## config.mk

```make
export PLATFORM = sky130hd
export DESIGN_NAME = video_pattern_gen_flat
export DESIGN_NICKNAME = d
export VERILOG_FILES = /design/src/rtl/video_pattern_if.sv /design/src/rtl/video_pattern_gen.sv /design/src/flat_wrapper.sv
export SDC_FILE = /design/constraint.sdc
export NUM_CORES = 1
export LEC_CHECK = 0
export BUFFER_PORTS_ARGS = -buffer_cell sky130_fd_sc_hd__buf_2
export CORE_MARGIN = 4
export CORE_UTILIZATION = 30
export DETAILED_ROUTE_END_ITERATION = 12
export SLEW_MARGIN = 20
export SYNTH_ARGS = -nofsm -noshare
export SYNTH_HDL_FRONTEND = slang
export SYNTH_SLANG_ARGS = --single-unit
```

## constraint.sdc

```tcl
create_clock -name i_pclk -period 5.85 [get_ports i_pclk]
set_input_delay 0.2925 -clock i_pclk [delete_from_list [all_inputs] [get_ports i_pclk]]
set_output_delay 0.2925 -clock i_pclk [all_outputs]
set_load 0.05 [all_outputs]
```

## src/rtl/video_pattern_if.sv

```systemverilog
// video_pattern_if: run/pattern controls into the generator and the timed pixel stream out of it.
interface video_pattern_if #(parameter int PPC = 2);
   logic i_enable;
   logic [2:0] i_mode;
   logic [23:0] i_solid_rgb;
   logic o_hs;
   logic o_vs;
   logic o_de;
   logic o_valid;
   logic [11:0] o_x;
   logic [11:0] o_y;
   logic [24*PPC-1:0] o_data;
   logic o_frame_start;
   logic [15:0] o_frame_cnt;
   logic o_busy;
   modport master(
      input i_enable, i_mode, i_solid_rgb,
      output o_hs, o_vs, o_de, o_valid, o_x, o_y, o_data, o_frame_start, o_frame_cnt, o_busy
   );
   modport slave(
      output i_enable, i_mode, i_solid_rgb,
      input o_hs, o_vs, o_de, o_valid, o_x, o_y, o_data, o_frame_start, o_frame_cnt, o_busy
   );
endinterface

```

## src/rtl/video_pattern_gen.sv

```systemverilog
// video_pattern_gen: frame-gated video timing with selectable RGB888 test patterns at PPC pixels per beat.
module video_pattern_gen #(
   parameter int HRES = 1080,
   parameter int VRES = 1920,
   parameter int HSP = 100,
   parameter int HBP = 100,
   parameter int HFP = 250,
   parameter int VSP = 3,
   parameter int VBP = 5,
   parameter int VFP = 6,
   parameter int PPC = 2,
   parameter bit SYNC_POL = 1'b1,
   parameter int CHK_LOG2 = 5,
   parameter int AUTO_LOG2 = 7
) (
   input logic i_pclk,
   input logic i_srst,
   video_pattern_if.master vp
);
   localparam logic [11:0] HTOT = 12'((HSP + HBP + HRES + HFP) / PPC);
   localparam logic [11:0] VTOT = 12'(VSP + VBP + VRES + VFP);
   localparam logic [11:0] HS_END = 12'(HSP / PPC);
   localparam logic [11:0] VS_END = 12'(VSP);
   localparam logic [11:0] H0 = 12'((HSP + HBP) / PPC);
   localparam logic [11:0] H1 = 12'((HSP + HBP + HRES) / PPC);
   localparam logic [11:0] V0 = 12'(VSP + VBP);
   localparam logic [11:0] V1 = 12'(VSP + VBP + VRES);
   typedef enum logic {IDLE, RUN} state_t;
   state_t state, state_n;
   logic [11:0] h, v, h_n, v_n, x_n, y_n;
   logic last_h, last, run, fs, hs_act, vs_act, de;
   logic [24*PPC-1:0] data_n;
   logic [15:0] frame_cnt;
   logic [2:0] mode_q;
   logic [23:0] solid_q;
   function automatic logic [23:0] pixel(input logic [2:0] m, input logic [11:0] px, input logic [11:0] y,
                                         input logic [15:0] fc, input logic [23:0] solid);
      logic [2:0] bar;
      logic [1:0] sel;
      logic [7:0] p8, gy, dg;
      bar = '0;
      for (int k = 1; k < 8; k++) bar = (px >= 12'(k * (HRES / 8))) ? 3'(k) : bar;
      p8 = px[7:0];
      gy = p8 + y[7:0];
      dg = gy + fc[7:0];
      sel = fc[AUTO_LOG2+1 -: 2];
      case (m)
         3'd0: pixel = solid;
         3'd1: pixel = {{8{~bar[1]}}, {8{~bar[2]}}, {8{~bar[0]}}};
         3'd2: pixel = {3{p8}};
         3'd3: pixel = {24{px[CHK_LOG2] ^ y[CHK_LOG2]}};
         3'd4: pixel = {3{dg}};
         3'd5: pixel = sel == 2'd0 ? {p8, 16'h0} : sel == 2'd1 ? {8'h0, p8, 8'h0} :
                       sel == 2'd2 ? {16'h0, p8} : {3{gy}};
         default: pixel = 24'h0;
      endcase
   endfunction
   always_ff @(posedge i_pclk)
      if (i_srst) begin
         state <= IDLE;
         h <= '0;
         v <= '0;
      end else begin
         state <= state_n;
         h <= h_n;
         v <= v_n;
      end
   // A frame only ends at its last beat; i_enable is ignored everywhere else in RUN.
   always_comb begin
      last_h = h == HTOT - 12'd1;
      last = last_h && v == VTOT - 12'd1;
      h_n = state == RUN ? (last_h ? '0 : h + 12'd1) : h;
      v_n = state == RUN && last_h ? (last ? '0 : v + 12'd1) : v;
      state_n = state == IDLE ? (vp.i_enable ? RUN : IDLE) : (last && !vp.i_enable ? IDLE : RUN);
   end
   always_comb begin
      run = state == RUN;
      fs = run && h == '0 && v == '0;
      hs_act = run && h < HS_END;
      vs_act = run && v < VS_END;
      de = run && h >= H0 && h < H1 && v >= V0 && v < V1;
      x_n = de ? (h - H0) * 12'(PPC) : '0;
      y_n = de ? v - V0 : '0;
      data_n = '0;
      for (int i = 0; i < PPC; i++)
         data_n[24*i +: 24] = de ? pixel(mode_q, x_n + 12'(i), y_n, frame_cnt, solid_q) : 24'h0;
   end
   always_ff @(posedge i_pclk)
      if (i_srst) begin
         vp.o_hs <= ~SYNC_POL;
         vp.o_vs <= ~SYNC_POL;
         vp.o_de <= 1'b0;
         vp.o_x <= '0;
         vp.o_y <= '0;
         vp.o_data <= '0;
         vp.o_frame_start <= 1'b0;
         vp.o_busy <= 1'b0;
         frame_cnt <= '0;
         mode_q <= '0;
         solid_q <= '0;
      end else begin
         vp.o_hs <= hs_act ~^ SYNC_POL;
         vp.o_vs <= vs_act ~^ SYNC_POL;
         vp.o_de <= de;
         vp.o_x <= x_n;
         vp.o_y <= y_n;
         vp.o_data <= data_n;
         vp.o_frame_start <= fs;
         vp.o_busy <= run;
         frame_cnt <= fs ? frame_cnt + 16'd1 : frame_cnt;
         mode_q <= fs ? vp.i_mode : mode_q;
         solid_q <= fs ? vp.i_solid_rgb : solid_q;
      end
   assign vp.o_valid = vp.o_de;
   assign vp.o_frame_cnt = frame_cnt;
endmodule

```

## src/flat_wrapper.sv

```systemverilog
// flat-port wrapper written by rule: the top's interface ports become plain ports
module video_pattern_gen_flat 
#(
   parameter int HRES = 1080,
   parameter int VRES = 1920,
   parameter int HSP = 100,
   parameter int HBP = 100,
   parameter int HFP = 250,
   parameter int VSP = 3,
   parameter int VBP = 5,
   parameter int VFP = 6,
   parameter int PPC = 2,
   parameter bit SYNC_POL = 1'b1,
   parameter int CHK_LOG2 = 5,
   parameter int AUTO_LOG2 = 7
)
  (i_pclk, i_srst, vp_i_enable, vp_i_mode, vp_i_solid_rgb, vp_o_hs, vp_o_vs, vp_o_de, vp_o_valid, vp_o_x, vp_o_y, vp_o_data, vp_o_frame_start, vp_o_frame_cnt, vp_o_busy);
  video_pattern_if #(.PPC(PPC)) vp_i ();
  input logic i_pclk;
  input logic i_srst;
  input wire logic [$bits(vp_i.i_enable)-1:0] vp_i_enable;
  input wire logic [$bits(vp_i.i_mode)-1:0] vp_i_mode;
  input wire logic [$bits(vp_i.i_solid_rgb)-1:0] vp_i_solid_rgb;
  output wire logic [$bits(vp_i.o_hs)-1:0] vp_o_hs;
  output wire logic [$bits(vp_i.o_vs)-1:0] vp_o_vs;
  output wire logic [$bits(vp_i.o_de)-1:0] vp_o_de;
  output wire logic [$bits(vp_i.o_valid)-1:0] vp_o_valid;
  output wire logic [$bits(vp_i.o_x)-1:0] vp_o_x;
  output wire logic [$bits(vp_i.o_y)-1:0] vp_o_y;
  output wire logic [$bits(vp_i.o_data)-1:0] vp_o_data;
  output wire logic [$bits(vp_i.o_frame_start)-1:0] vp_o_frame_start;
  output wire logic [$bits(vp_i.o_frame_cnt)-1:0] vp_o_frame_cnt;
  output wire logic [$bits(vp_i.o_busy)-1:0] vp_o_busy;
  assign vp_i.i_enable = vp_i_enable;
  assign vp_i.i_mode = vp_i_mode;
  assign vp_i.i_solid_rgb = vp_i_solid_rgb;
  assign vp_o_hs = vp_i.o_hs;
  assign vp_o_vs = vp_i.o_vs;
  assign vp_o_de = vp_i.o_de;
  assign vp_o_valid = vp_i.o_valid;
  assign vp_o_x = vp_i.o_x;
  assign vp_o_y = vp_i.o_y;
  assign vp_o_data = vp_i.o_data;
  assign vp_o_frame_start = vp_i.o_frame_start;
  assign vp_o_frame_cnt = vp_i.o_frame_cnt;
  assign vp_o_busy = vp_i.o_busy;
  video_pattern_gen #(.HRES(HRES), .VRES(VRES), .HSP(HSP), .HBP(HBP), .HFP(HFP), .VSP(VSP), .VBP(VBP), .VFP(VFP), .PPC(PPC), .SYNC_POL(SYNC_POL), .CHK_LOG2(CHK_LOG2), .AUTO_LOG2(AUTO_LOG2)) u_core (.i_pclk(i_pclk), .i_srst(i_srst), .vp(vp_i));
endmodule
```

==> flow_summary.toml <==
[outcome]
outcome = "finished clean"

[clock_tree]
cts.repair.resized = 0
ctsLongestPathBuffers = 2
tritoncts = "built"
cts_hold_buf = 0
clockRootBuffer = "clkbuf_16"
clkTransAtPathRegs_ns = 0.06
htreeDepth = 4
insertion_delay_ns = 0.43
clock_sinks = 144
numCtsBuffers = 17
cts_setup_buffers = 0

[synthesis]
async_flop_share = 0
yosysMostFrequentCell = "nand2_1"
yosys_warnings = 0
synthTopCellsByCount = "161 x nand2_1, 144 x dfxtp_1, 99 x nor2_1"
synth.top_cell.area_share = 0.367
synth_top_family_by_area = "simple AND/OR/NAND/NOR gates"
synthAdderAreaFrac = 0.0628
synth-seq-cells = 144
syn_nets = 1055
synth-xor-area-share = 0.0792
syn_avg_cell_area_um2 = 7.95
ys_types = 77
synth_compound_area_frac = 0.206
synth_top_flop_cell = "dfxtp_1"
synthesis.area_mm2 = 0.00785
yosysTopAreaCell = "dfxtp_1"
netlist_instances = 988
ys_seq_area_frac = 0.367
synth-simple-area-share = 0.230
synth_edf_count = 0
synth_area_leaders = "dfxtp_1 37%, nand2_1 7.7%, ha_1 5.3%"
muxShareOfSynthArea = 0.00398

[timing]
period_share = 0.883
fin_crit_ns = 5.16
clock_skew_ns = 0.0121
drv_slew = 0
tightest_slew_ns = 1.14
setup_ws_ns = 0.685
rsz0062_at_grt = "no"
whs_ns = 0.0918
tns_ns = 0
setup_viol = 0
fmax_mhz = 194
finalHoldViolations = 0
relSlewSlack = 0.233

[layout]
finalNetCount = 1144
final_layout_size_suffix_gt1_frac = 0.174
diodes = 0
area_growth_pct = 18.6

[detailed_routing]
drc_errors = 0
dr.pass1.iters = 5
vias_per_cell = 5.27
ant_nets = 0
routed_wirelength_mm = 26.0
avgRoutedWirePerCell_um = 18.3
num_vias = 7484
drt_iter0_markers = 580

[placed_design]
io_buffer_count = 122
dpl.hpwl_mm = 19.7
gp_congestion = 1.04
place_ws_ns = 0.729

[critical_path]
worst-setup-path-type = "flip-flop to flip-flop"
path_delay_family = "compound AO/OA/AOI/OAI gates"
cpMostUsedCell = "ha_1"
worstPathRequired_ns = 6.12
end_kind = "flip-flop"
cpPeakStageDelay_ns = 0.43
cp_num_buf_inv = 2
cp.arrival_ns = 5.43
cpMaxStageDelayCell = "dfxtp_1"
startpoint_type = "flip-flop"
crit_chain = "inv_1 -> ha_1 -> nor2b_1 -> a21oi_1 -> o21ai_1 -> or2_1 -> buf_4 -> nor2_1 -> ha_1 -> a21o_1 -> a21o_1 -> a221oi_1 -> xnor2_1 -> ha_1 -> o41ai_1 -> xnor2_1 -> and3_1 -> nor2_1 -> a31oi_1"
crit_path_max_fanout = 13

[grt]
antenna_found_initial = 0
grt.total_usage = 0.177
grt_pass1_vias = 6973
grt_pass1_wl_mm = 40.0
grt_overflow = 0
grt_max_degree = 51

[floorplanning]
row_count = 58
start_util = 0.308
die_x_um = 170
die_h_um = 170
die_area_mm2 = 0.0288
core_area_mm2 = 0.0255
ios = 124

[run]
max-cap-violations = 0

[power]
leakage_nw = 3.94
ir_drop_v = 0.000116
power.total_mw = 2.27
power_density_mw_per_mm2 = 244

[hold_path]
hp-class = "input port to flip-flop"
layout make-up:
type | instances | area, µm²
Fill cell | 2665 | 16200
Multi-Input combinational cell | 747 | 4580
Sequential cell | 144 | 2880
Timing Repair Buffer | 136 | 716
Clock buffer | 21 | 480
Tap cell | 330 | 413
Inverter | 31 | 116
Clock inverter | 11 | 115
final timing paths:
kind | startpoint | slack, ns | to | depth (start not counted)
max | u_core.h[3] | 0.69 | u_core.vp.o_data[31] | 19
min | vp_i_enable | 0.09 | u_core.run | 3
min reg2reg | u_core.solid_q[16] | 0.45 | u_core.solid_q[16] | 2
max reg2reg | u_core.h[3] | 0.69 | u_core.vp.o_data[31] | 19
metrics by stage:
step	area, µm²	instances	utilization
floorplan	7850	988	-
global route	9310	1420	0.365
detailed placement	8710	1388	0.342
CTS	9310	1420	0.365
finish	9310	1420	0.365
global placement	8710	1388	0.342
cell families (layout without fill, tap and decap cells):
group | count (synthesis) | after routing
buffers and inverters | 97 | 199
AOI/OAI and AO/OA | 247 | 247
adders and majority gates | 37 | 37
xor gates and xnor gates | 67 | 67
other | 1 | 1
muxes | 3 | 3
and+or+nand+nor | 392 | 392
DFF | 144 | 144
state kept, by name (all words and copies together), names as in the netlist:
register / flops
u_core.v: 12
u_core.vp.o_frame_cnt: 16
u_core.vp.o_x: 11
u_core.solid_q: 24
u_core.mode_q: 3
u_core.vp.o_vs: 1
u_core.h: 12
u_core.vp.o_hs: 1
u_core.run: 1
u_core.vp.o_frame_start: 1
u_core.vp.o_busy: 1
u_core.vp.o_data: 48
u_core.vp.o_y: 12
u_core.vp.o_de: 1
power breakdown:
group	internal, mW	leakage [nW]	switching [mW]	total, mW
clock network	0.642	0.294	0.461	1.10
logic	0.0449	2.48	0.106	0.151
registers	0.998	1.16	0.0204	1.02
layout by cell type, fill, tap and decap left out, types with 11 or more instances in the layout:
| master | instances |
|---|---|
| o21ai_0 | 35 |
| buf_2 | 122 |
| nor3_1 | 20 |
| nand3_1 | 30 |
| a31oi_1 | 35 |
| and3_1 | 13 |
| xnor2_1 | 37 |
| inv_1 | 28 |
| xor2_1 | 27 |
| ha_1 | 33 |
| clkbuf_16 | 17 |
| or3_1 | 14 |
| nor2_1 | 99 |
| nand2_1 | 161 |
| dfxtp_1 | 144 |
| a21o_1 | 12 |
| a41oi_1 | 11 |
| buf_4 | 14 |
| a21oi_1 | 79 |
tightest hold or removal path, delay by kind of cell:
| family | cells | cell delay (ns) |
|---|---|---|
| simple gates | 1 | 0.07 |
| compound gates | 1 | 0.03 |
| buf+inv | 1 | 0.09 |
per-layer routing:
layer  vias to the layer above  wire (µm)  GRT usage
met5                         -          0          0
met4                         0        733     0.0665
met3                        44       2180     0.0438
met2                       309      11300      0.264
met1                      3491      11800      0.246
li1                       3640          -          -
Power figures use the tool's default switching activity.
